$ cat src/rtl/ifetch_unit.sv
// ---------------------------------------------------------------------------
// ifetch_unit
//
// Instruction fetch stage. Owns the program counter, drives the address of a
// combinational instruction memory, and captures the returned word into an
// instruction register that is offered to the decoder through a valid/ready
// handshake. Supports decoder back-pressure, redirect (jump/branch) and a
// HALT encoding that stops fetching until the next redirect.
//
// Ports
//   clk          in   1    clock, rising edge
//   rst_n        in   1    asynchronous active-low reset
//   en           in   1    run enable; 0 stops issuing new fetches
//   ins_addr     out  AW   address to instruction memory (current pc)
//   ins_data     in   IW   instruction word returned in the same cycle
//   ir_out       out  IW   registered instruction to decoder
//   ir_pc        out  AW   address ir_out was fetched from
//   ir_valid     out  1    ir_out/ir_pc hold an unconsumed instruction
//   ir_ready     in   1    decoder accepts ir_out this cycle when ir_valid=1
//   redirect     in   1    load redirect_pc and flush the instruction register
//   redirect_pc  in   AW   redirect target
//   halted       out  1    1 while in the HALT state
//   fetch_cnt    out  16   instructions captured since reset, saturating
// ---------------------------------------------------------------------------
module ifetch_unit #(
    parameter int              AW        = 8,
    parameter int              IW        = 16,
    parameter logic [AW-1:0]   RESET_PC  = '0,
    parameter logic [IW-1:0]   HALT_WORD = 16'o177777
) (
    input  logic          clk,
    input  logic          rst_n,
    input  logic          en,
    output logic [AW-1:0] ins_addr,
    input  logic [IW-1:0] ins_data,
    output logic [IW-1:0] ir_out,
    output logic [AW-1:0] ir_pc,
    output logic          ir_valid,
    input  logic          ir_ready,
    input  logic          redirect,
    input  logic [AW-1:0] redirect_pc,
    output logic          halted,
    output logic [15:0]   fetch_cnt
);

    typedef enum logic [1:0] {
        IDLE = 2'd0,
        RUN  = 2'd1,
        HALT = 2'd2
    } state_e;

    state_e        state_q,     state_d;
    logic [AW-1:0] pc_q,        pc_d;
    logic [IW-1:0] ir_q,        ir_d;
    logic [AW-1:0] ir_pc_q,     ir_pc_d;
    logic          ir_valid_q,  ir_valid_d;
    logic [15:0]   fetch_cnt_q, fetch_cnt_d;
    logic          halted_q;

    logic          slot_free;
    logic          fetch_go;
    logic          is_halt;

    // Counter sticks at all-ones instead of wrapping back to zero.
    function automatic logic [15:0] sat_inc(input logic [15:0] v);
        sat_inc = (v == 16'hFFFF) ? v : v + 16'd1;
    endfunction

    // The register can take a new word if it is empty or being drained now.
    assign slot_free = !ir_valid_q || ir_ready;
    // Redirect wins over fetch so the old pc is never fetched alongside it.
    assign fetch_go  = (state_q == RUN) && en && slot_free && !redirect;
    assign is_halt   = (ins_data == HALT_WORD);

    always_comb begin
        state_d     = state_q;
        pc_d        = pc_q;
        ir_d        = ir_q;
        ir_pc_d     = ir_pc_q;
        ir_valid_d  = ir_valid_q;
        fetch_cnt_d = fetch_cnt_q;

        case (state_q)
            IDLE: if (en)  state_d = RUN;
            RUN:  if (!en) state_d = IDLE;
            HALT: if (redirect) state_d = en ? RUN : IDLE;
            default: state_d = IDLE;
        endcase

        if (redirect) begin
            // Flush: the held word is dropped even if the decoder takes it.
            pc_d       = redirect_pc;
            ir_valid_d = 1'b0;
        end else if (fetch_go) begin
            ir_d        = ins_data;
            ir_pc_d     = pc_q;
            ir_valid_d  = 1'b1;
            fetch_cnt_d = sat_inc(fetch_cnt_q);
            if (is_halt) begin
                // pc parks on the HALT word so ins_addr keeps pointing at it.
                state_d = HALT;
            end else begin
                pc_d = pc_q + AW'(1);
            end
        end else if (ir_valid_q && ir_ready) begin
            // Drain without refill; ir_out/ir_pc keep the last word.
            ir_valid_d = 1'b0;
        end
    end

    always_ff @(posedge clk or negedge rst_n) begin
        if (!rst_n) begin
            state_q     <= IDLE;
            pc_q        <= RESET_PC;
            ir_q        <= '0;
            ir_pc_q     <= '0;
            ir_valid_q  <= 1'b0;
            fetch_cnt_q <= '0;
            halted_q    <= 1'b0;
        end else begin
            state_q     <= state_d;
            pc_q        <= pc_d;
            ir_q        <= ir_d;
            ir_pc_q     <= ir_pc_d;
            ir_valid_q  <= ir_valid_d;
            fetch_cnt_q <= fetch_cnt_d;
            halted_q    <= (state_d == HALT);
        end
    end

    assign ins_addr  = pc_q;
    assign ir_out    = ir_q;
    assign ir_pc     = ir_pc_q;
    assign ir_valid  = ir_valid_q;
    assign halted    = halted_q;
    assign fetch_cnt = fetch_cnt_q;

endmodule

$ cat config.mk
export PLATFORM = sky130hd
export DESIGN_NAME = ifetch_unit
export DESIGN_NICKNAME = d
export VERILOG_FILES = /design/src/rtl/ifetch_unit.sv
export SDC_FILE = /design/constraint.sdc
export NUM_CORES = 1
export LEC_CHECK = 0
export ABC_AREA = 0
export BUFFER_PORTS_ARGS = -buffer_cell sky130_fd_sc_hd__buf_2
export CAP_MARGIN = 20
export CORE_UTILIZATION = 50
export DETAILED_ROUTE_END_ITERATION = 12
export GPL_TIMING_DRIVEN = 0
export PLACE_DENSITY = 0.79
export RECOVER_POWER = 100
export SYNTH_ARGS = -nofsm -noshare
export SYNTH_HDL_FRONTEND = slang
export SYNTH_SLANG_ARGS = --single-unit
$ cat constraint.sdc
create_clock -name clk -period 5.25 [get_ports clk]
set_input_delay 0.525 -clock clk [delete_from_list [all_inputs] [get_ports clk]]
set_output_delay 0.525 -clock clk [all_outputs]
set_load 0.02 [all_outputs]
==> metrics.csv, run 1 <==
stage,metric,value,unit
die,Core ar.,0.00444,mm^2
power,share of power burned in registers,0.491,
setup_path,WP data arrival,2.59,ns
timing,fin crit period,2.54,ns
clock_tree,root buf cell,clkbuf_8,
die,I/O Pins,79,
route,DR pass1 iterations,8,
setup_path,Crit. End Element,asynchronous set/reset pin,
route,post-route ant nets,0,
clock_tree,insertion delay to the later sink of the worst-skew pair,0.31,ns
final_layout,layout cells sized above 1,0.239,
final_layout,Final nets,314,
setup_path,Critical Path Max Stage Delay,1.43,ns
setup_path,CP Cell Sequence,clkbuf_1 > clkbuf_1,
route,vias per cell,5.30,
timing,Rel. slew slack,-0.273,
timing,fin crit share,0.483,
power,worst vdd ir,221,uV
power,Logic pwr share,0.245,
logic_synthesis,Yosys top cell by area,dfrtp_1,
timing,clk_skew,0.0113,ns
setup_path,CP startpoint,rst_n,
die,Die Span X,70.8,um
logic_synthesis,Post-Synthesis Cells,197,
final_layout,Fillers,399,
setup_path,Setup CP Type,in -> async,
setup_path,r2r endpoint,fetch_cnt[10],
timing,Pins Over Slew Limit,48,
power,clock network fraction of total power,0.264,
placement,IO Port Bufs,78,
logic_synthesis,Netlist Area Pre-Place,0.00237,mm^2
timing,"Setup violations, final",0,
route,Detailed Route WL,4.76,mm
final_layout,diode count,0,
clock_tree,clk sinks,52,
timing,final number of hold-violating endpoints,0,
global_route,vias in the first global route,1655,
final_layout,Synth-to-Final Area Change,19.3,%
logic_synthesis,most frequent cells after synthesis,"52 x dfrtp_1, 26 x mux2_2, 16 x nand2_1",
timing,total negative setup slack,0,ns
power,total power,1.05,mW
placement,DP HPWL,3.56,mm
timing,slew of the pin with the lowest slew margin,1.91,ns
logic_synthesis,async set or reset register ratio after synthesis,1.00,
global_route,number of antenna violations at the first check in global routing,0,
worst_hold_path,Hold Path Class,in -> async,
final_layout,Final Cell Area,0.00282,mm^2
logic_synthesis,prevailing post-synth register cell,dfrtp_1,
route,WL per Instance,14.2,um
power,LEAKAGE,1.21,nW
route,routed wire length on met3,218,um
setup_path,"slowest stage cell, crit path",clkbuf_1,
setup_path,critical path buffer and inverter count,2,
logic_synthesis,Cell variety after synth,37,
logic_synthesis,post-synth top area share,0.550,
clock_tree,Bufs on Longest Clock Path,2,
logic_synthesis,syn_area_per_cell,12.0,um^2
clock_tree,CTS tree,done,
timing,RSZ-0062 raised after global routing,false,
die,die area,0.00501,mm^2
die,Initial Util,0.532,
logic_synthesis,Synth area leaders,"dfrtp_1 55%, mux2_2 12%, xnor2_1 4.4%, nand2_1 2.5%, nand4_1 2.4%",
outcome,status,"complete, but fails checks",
power,Power Internal,0.698,mW
logic_synthesis,cell with the most instances after synthesis,dfrtp_1,
setup_path,flop-to-flop setup slack,3.09,ns
power,Sw Pwr,0.349,mW
logic_synthesis,syn nets,228,
die,cell row count,24,
logic_synthesis,Syn. warnings,0,
setup_path,reg2reg start,fetch_cnt[0],
route,DRC errors left,10,
final_layout,Sequential Area,0.00130,mm^2
logic_synthesis,post-synthesis sequential area ratio,0.550,
clock_tree,post-CTS resize count,0,
route,via count,1781,
setup_path,required time of the worst setup path,5.30,ns
clock_tree,Worst-path clk slew,0.10,ns
setup_path,family with the most delay on the worst path,buffers and inverters,
clock_tree,hold buffers post-CTS,0,
route,top sig layer,met4,
final_layout,area occupied by multi-input gates,993,um^2
route,DRT iter0 DRCs,70,
global_route,GRT Residual Overflow,0,
route,M1 WL,2.12,mm
setup_path,Startpoint Class,input pin,
global_route,global-route wire length before repair,7.62,mm
global_route,GRT Total Usage,0.198,
route,routed wl met2,2.34,mm
clock_tree,postcts setup bufs,0,
power,switching share of total power,0.334,
final_layout,"Core Util, Final",0.635,
setup_path,crit-path max FO,37,
placement,"Cell Area, Placed",0.00284,mm^2
clock_tree,CTS HTree Levels,2,
job,max_cap viols,2,
setup_path,reg2reg path depth,6,
setup_path,most frequent CP cell,clkbuf_1,
placement,Routability Congestion,0.840,
clock_tree,CTS Buf Count,5,
outcome,failing checks,"design-rule violations, max-capacitance violations, max-slew violations",
logic_synthesis,register bit total from synthesis,52,
global_route,largest net degree at the start of global routing,38,
logic_synthesis,number of synthesized flops with an enable pin,0,
timing,Highest Clock Rate,394,MHz
power,power density over the cells,371,mW/mm^2
die,Die Ht,70.8,um
## cell type report
cell class,count,share of cell area
clock inverters,3,0.0151
well taps,52,0.0230
repair buffers,79,0.117
multi-input cells,139,0.352
flip-flops and latches,52,0.461
inverters,2,0.00266
clock buffers,5,0.0244
plain buffers,4,0.00532
## metrics by stage
| stage | hold slack [ns] | setup slack (ns) | std cells |
|---|---|---|---|
| 2_1_floorplan | 0.229 | 3.38 | 197 |
| 3_3_place_gp | 0.473 | 3.29 | 327 |
| 3_5_place_dp | 0.462 | 3.27 | 328 |
| 4_1_cts | 0.128 | 3.28 | 336 |
| 5_1_grt | 0.369 | 2.09 | 336 |
| 6_report | 0.281 | 2.71 | 336 |
## cells by family after synthesis
family / count (synthesis) / synth area share
AOI/OAI and AO/OA: 20 / 0.0471
xor gates and xnor gates: 16 / 0.0592
adders and majority gates: 2 / 0.0106
buffers and inverters: 6 / 0.0106
DFF: 52 / 0.550
muxes: 27 / 0.128
and+or+nand+nor: 74 / 0.195
## cell usage in the layout (no fill, tap or decap), drive strengths merged, types with 3 or more instances in the layout
cell	count
nor3	11
o21ai	6
mux2	26
nand3	8
and3	3
nand2	17
a21oi	10
nor2b	3
xor2	4
nor4	4
xnor2	12
dfrtp	52
buf	26
nand4	10
clkbuf	62
nor2	12
## power by group through the flow
stage	combinational, mW	clock [mW]	sequential [mW]
finish	0.256	0.277	0.514
CTS	0.283	0.283	0.512
global route	0.279	0.294	0.524
global placement	0.273	0	0.516
detailed placement	0.282	0	0.520
floorplan	0.0913	0	0.598
## sequential cells by signal, indices dropped and copies added (netlist names)
register / flops
ir_pc: 8
fetch_cnt: 16
halted: 1
state_q: 2
ir_valid: 1
ir_out: 16
ins_addr: 8
## metal layers
metal / up-vias / global-route usage
met3: 8 / 0.0328
met2: 47 / 0.332
met5: - / 0
li1: 872 / -
met4: 0 / 0.0800
met1: 854 / 0.259
## how the worst max path moves through the flow
stage	endpoint	slack, ns	cells after the start
after global routing	ir_out[8]	2.09	2
after detailed placement	ins_addr[5]	3.27	6
after floorplan	fetch_cnt[1]	3.38	5
after CTS	fetch_cnt[1]	3.28	5
after global placement	ins_addr[7]	3.29	6
final	ir_out[8]	2.71	2
(Power assumes the default switching activity.)
==> run 2, diff against run 1 <==
- ABC_AREA: 0 -> 1
- CORE_UTILIZATION: 50 -> 47
- PLACE_DENSITY: 0.79 -> 0.76
- clock period: 5.25 -> 2.3 ns (I/O delays scaled with it)
==> metrics.csv, run 2 <==
stage,metric,value,unit
outcome,status,finished clean,
logic_synthesis,syn_area_per_cell,7.41,um^2
route,WL per Instance,12.3,um
clock_tree,Worst-path clk slew,0.10,ns
clock_tree,CTS tree,done,
final_layout,most used cells in the layout excluding fill and tap cells,"175 x nand2_1, 59 x clkbuf_1, 52 x dfrtp_1, 29 x nand3_1, 29 x buf_2",
final_layout,Final Cell Area,0.00334,mm^2
logic_synthesis,Netlist Area Pre-Place,0.00279,mm^2
logic_synthesis,cell with the most instances after synthesis,nand2_1,
logic_synthesis,syn nets,407,
die,Initial Util,0.497,
logic_synthesis,number of synthesized flops with an enable pin,0,
die,Die Ht,79.0,um
global_route,GR Layer Usage met2,0.394,
placement,DP HPWL,4.84,mm
placement,DP Worst Slack,0.565,ns
die,Die Span X,79.0,um
final_layout,"commonest non-fill, non-tap cell in the layout",nand2_1,
global_route,GRT met3 Usage,0.0356,
power,clock network fraction of total power,0.268,
final_layout,"Core Util, Final",0.595,
logic_synthesis,post-synthesis sequential area ratio,0.467,
power,Power Internal,1.57,mW
logic_synthesis,Yosys top cell by area,dfrtp_1,
timing,Pins Over Slew Limit,0,
clock_tree,postcts setup bufs,0,
final_layout,diode count,0,
setup_path,Startpoint Class,flip-flop,
die,cell row count,27,
power,share of power burned in registers,0.479,
setup_path,required time of the worst setup path,2.56,ns
clock_tree,root buf cell,clkbuf_8,
timing,Rel. slew slack,0.206,
logic_synthesis,Synth area leaders,"dfrtp_1 47%, nand2_1 24%, nand3_1 5.2%, o21ai_0 3.8%, nor2_1 3.4%",
global_route,GRT Residual Overflow,0,
worst_hold_path,Hold Path Class,in -> reg,
global_route,vias in the first global route,2452,
logic_synthesis,prevailing post-synth register cell,dfrtp_1,
timing,fin crit share,0.795,
global_route,GRT Total Usage,0.223,
power,LEAKAGE,1.64,nW
final_layout,Synth-to-Final Area Change,19.8,%
timing,final worst slack,0.471,ns
logic_synthesis,Cell variety after synth,28,
clock_tree,insertion delay to the later sink of the worst-skew pair,0.31,ns
setup_path,Crit. End Element,flip-flop,
route,DR pass1 iterations,5,
timing,clk_skew,0.00382,ns
logic_synthesis,async set or reset register ratio after synthesis,1.00,
die,I/O Pins,79,
die,die area,0.00624,mm^2
setup_path,Setup CP Type,reg -> reg,
global_route,number of antenna violations at the first check in global routing,0,
route,DRT iter0 DRCs,131,
final_layout,layout cells sized above 1,0.103,
power,Sw Pwr,0.879,mW
clock_tree,post-CTS resize count,0,
timing,final number of hold-violating endpoints,0,
clock_tree,hold buffers post-CTS,1,
logic_synthesis,most frequent cells after synthesis,"175 x nand2_1, 52 x dfrtp_1, 29 x nand3_1",
clock_tree,CTS HTree Levels,2,
clock_tree,CTS Buf Count,5,
placement,Routability Congestion,0.848,
setup_path,WP data arrival,2.09,ns
global_route,largest net degree at the start of global routing,34,
logic_synthesis,Post-Synthesis Cells,376,
logic_synthesis,register bit total from synthesis,52,
timing,RSZ-0062 raised after global routing,false,
setup_path,crit-path max FO,10,
global_route,global-route wire length before repair,11.0,mm
clock_tree,clk sinks,52,
global_route,GR peak layer,met2,
job,max_cap viols,0,
power,power density over the cells,733,mW/mm^2
route,post-route ant nets,0,
power,switching share of total power,0.359,
clock_tree,Bufs on Longest Clock Path,2,
route,DRC errors left,0,
route,vias per cell,5.04,
route,via count,2703,
timing,fin crit period,1.83,ns
placement,"Cell Area, Placed",0.00329,mm^2
power,worst vdd ir,453,uV
placement,IO Port Bufs,78,
logic_synthesis,Syn. warnings,0,
power,Logic pwr share,0.253,
logic_synthesis,post-synth top area share,0.467,
final_layout,Final nets,494,
timing,slew of the pin with the lowest slew margin,1.19,ns
global_route,grt met1 use,0.286,
timing,"Setup violations, final",0,
die,Core ar.,0.00561,mm^2
route,Detailed Route WL,6.61,mm
timing,Highest Clock Rate,547,MHz
timing,total negative setup slack,0,ns
-- run 2: routing by layer --
metal / wire length, um / vias to the layer above
li1: - / 1364
met4: 63 / 0
met1: 2960 / 1248
met3: 318 / 10
met2: 3260 / 81
met5: 0 / -
-- run 2: logic make-up after synthesis --
group	after synthesis	synth area share
AO/OA/AOI/OAI	35	0.0714
XOR/XNOR	7	0.0220
AND/OR/NAND/NOR	244	0.375
flip-flops	52	0.467
buffers and inverters	36	0.0557
adder cells (fa/ha/maj)	2	0.00898
-- run 2: area by class of cell --
type,instances,area (um^2)
fillers,593,2270
multi-input cells,288,1320
flip-flops and latches,52,1300
repair buffers,80,357
inverters,24,90.1
well taps,72,90.1
clock buffers,5,68.8
plain buffers,12,62.6
clock inverters,3,47.5
-- run 2: through the flow --
step	power (mW)	hold slack [ns]	std cells
floorplan	1.59	-0.0656	376
global placement	1.83	0.446	526
detailed placement	1.85	0.222	527
CTS	2.50	0.123	536
global route	2.58	0.124	536
finish	2.45	0.126	536
-- run 2: path summary, 6_finish.rpt --
kind                             end   startpoint  slack, ns  cells past startpoint
max in group asynchronous   ir_pc[5]        rst_n       0.87                      3
min                        ir_out[8]  ins_data[8]       0.13                      3
min in group asynchronous  ir_out[4]        rst_n       0.69                      2
min reg2reg                ir_out[5]    ir_out[5]       0.50                      2
max reg2reg                ir_out[6]   state_q[0]       0.47                      7
max                        ir_out[6]   state_q[0]       0.47                      7
-- run 2: worst max-delay path: stages (launching register included) --
cell      delay, ns
dfrtp_1        0.39
nand2_1        0.06
nor2_1         0.13
nand2_1        0.10
nor2_1         0.49
clkbuf_1       0.42
nand2_1        0.10
nand2_1        0.08
-- run 2: power by group through the flow --
stage          Clock, mW  Combinational (mW)  Sequential [mW]
2_1_floorplan          0               0.248             1.34
3_3_place_gp           0               0.645             1.18
3_5_place_dp           0               0.659             1.19
4_1_cts            0.666               0.666             1.17
5_1_grt            0.700               0.689             1.19
6_report           0.655               0.620             1.17
==> run 3, diff against run 2 <==
- CORE_UTILIZATION: 47 -> 50
- PLACE_DENSITY: 0.76 -> 0.77
- clock period: 2.3 -> 1.75 ns (I/O delays scaled with it)
==> metrics.csv, run 3 (same netlist as run 2, synthesis figures left out) <==
stage,metric,value,unit
die,Die Span X,76.7,um
placement,DP HPWL,4.79,mm
setup_path,Startpoint Class,flip-flop,
global_route,vias in the first global route,2437,
power,worst vdd ir,555,uV
timing,Pins Over Slew Limit,0,
placement,Placed Cells,525,
die,Die Ht,76.7,um
setup_path,Crit. End Element,flip-flop,
global_route,GRT Total Usage,0.232,
final_layout,final cell count without fillers,534,
route,vias per cell,4.96,
route,post-route ant nets,0,
final_layout,Final nets,494,
route,DRT iter0 DRCs,105,
die,die area,0.00588,mm^2
clock_tree,CTS HTree Levels,2,
final_layout,most used cells in the layout excluding fill and tap cells,"175 x nand2_1, 55 x clkbuf_1, 51 x dfrtp_1, 32 x buf_2, 29 x nand3_1",
outcome,status,finished clean,
global_route,GRT Residual Overflow,0,
timing,final number of hold-violating endpoints,0,
die,Core ar.,0.00524,mm^2
placement,IO Port Bufs,78,
final_layout,Synth-to-Final Area Change,19.8,%
clock_tree,Worst-path clk slew,0.09,ns
timing,clk_skew,0.00544,ns
setup_path,reg2reg start,fetch_cnt[1],
final_layout,diode count,0,
route,WL per Instance,11.9,um
clock_tree,CTS Buf Count,5,
clock_tree,Bufs on Longest Clock Path,2,
timing,fin crit period,1.62,ns
placement,Routability Congestion,0.874,
die,I/O Pins,79,
die,Initial Util,0.532,
setup_path,required time of the worst setup path,1.95,ns
setup_path,crit-path max FO,10,
route,DR pass1 iterations,4,
setup_path,WP data arrival,1.82,ns
timing,Highest Clock Rate,617,MHz
setup_path,Setup CP Type,reg -> reg,
global_route,largest net degree at the start of global routing,40,
final_layout,Fillers,502,
die,cell row count,26,
power,LEAKAGE,1.64,nW
clock_tree,CTS tree,done,
route,via count,2646,
global_route,number of antenna violations at the first check in global routing,0,
timing,fin crit share,0.926,
timing,Rel. slew slack,0.443,
clock_tree,insertion delay to the later sink of the worst-skew pair,0.30,ns
job,max_cap viols,0,
final_layout,layout cells sized above 1,0.121,
route,Detailed Route WL,6.36,mm
timing,total negative setup slack,0,ns
clock_tree,clk sinks,52,
clock_tree,root buf cell,clkbuf_8,
global_route,global-route wire length before repair,11.0,mm
power,power density over the cells,931,mW/mm^2
timing,slew of the pin with the lowest slew margin,0.835,ns
worst_hold_path,beginning of the worst hold path,ins_data[6],
setup_path,CP startpoint,fetch_cnt[1],
timing,RSZ-0062 raised after global routing,false,
route,DRC errors left,0,
worst_hold_path,Hold Path Class,in -> reg,
timing,"Setup violations, final",0,
final_layout,"commonest non-fill, non-tap cell in the layout",nand2_1,
-- run 3: cell count changes in the layout (fill, tap and decap cells not counted), moves of 2 or more --
cell | previous run | this run
clkinv_4 | 2 | 0
clkbuf_1 | 59 | 55
o21ai_0 | 21 | 25
o21ai_1 | 4 | 0
buf_2 | 29 | 32
-- run 3: worst paths after layout --
kind | endpoint | slack [ns] | cells past startpoint
worst max-delay path | fetch_cnt[9] | 0.13 | 9
worst min-delay path | ir_out[6] | 0.08 | 3
worst max register to register | fetch_cnt[9] | 0.13 | 9
worst min register to register | ir_pc[6] | 0.50 | 1
max in group asynchronous | ir_pc[5] | 0.58 | 3
min in group asynchronous | fetch_cnt[1] | 0.48 | 2
-- run 3: repair_timing --
action | in CTS | in global routing
hold buffers | 1 | 0
endpoints found under the setup margin | 0 | 12
setup buffers | 0 | 0
resized for setup | 0 | 3
endpoints found under the hold margin | 13 | 0
-- run 3: layout make-up --
class	instances	area, um^2	area share
well taps	70	87.6	0.0262
multi-input cells	288	1340	0.402
flip-flops and latches	52	1300	0.390
inverters	24	90.1	0.0270
repair buffers	80	359	0.108
clock buffers	6	82.6	0.0247
clock inverters	2	13.8	0.00412
plain buffers	12	61.3	0.0184
-- run 3: stage by stage --
stage | hold WS (ns) | total power [mW] | setup WS (ns) | area (um^2) | util
floorplan | -0.121 | 2.08 | 0.0889 | 2790 | -
CTS | 0.0720 | 3.16 | 0.00263 | 3390 | 0.647
global route | 0.0873 | 3.29 | 0.0126 | 3340 | 0.638
finish | 0.0838 | 3.11 | 0.130 | 3340 | 0.638
detailed placement | 0.100 | 2.43 | 0.0271 | 3280 | 0.627
global placement | 0.392 | 2.40 | 0.0484 | 3260 | 0.623
-- run 3: power by group --
group | internal, mW | switching, mW | total, mW
sequential | 1.38 | 0.183 | 1.56
combinational | 0.272 | 0.557 | 0.829
clock | 0.324 | 0.399 | 0.723
total | 1.97 | 1.14 | 3.11
-- run 3: layer usage --
layer  global-route usage  wire [um]
met4               0.0788         87
met2                0.405       3120
met5                    0          0
met3               0.0417        241
met1                0.290       2910
-- run 3: critical path, cell delays in order, from the launching register on --
cell and delay, ns:
dfrtp_1 0.47, ha_4 0.20, nand3_4 0.11, nor2_8 0.16, nand4_4 0.12, nand2_4 0.14, inv_2 0.06, buf_6 0.14
nand2_1 0.05, nand2_1 0.05
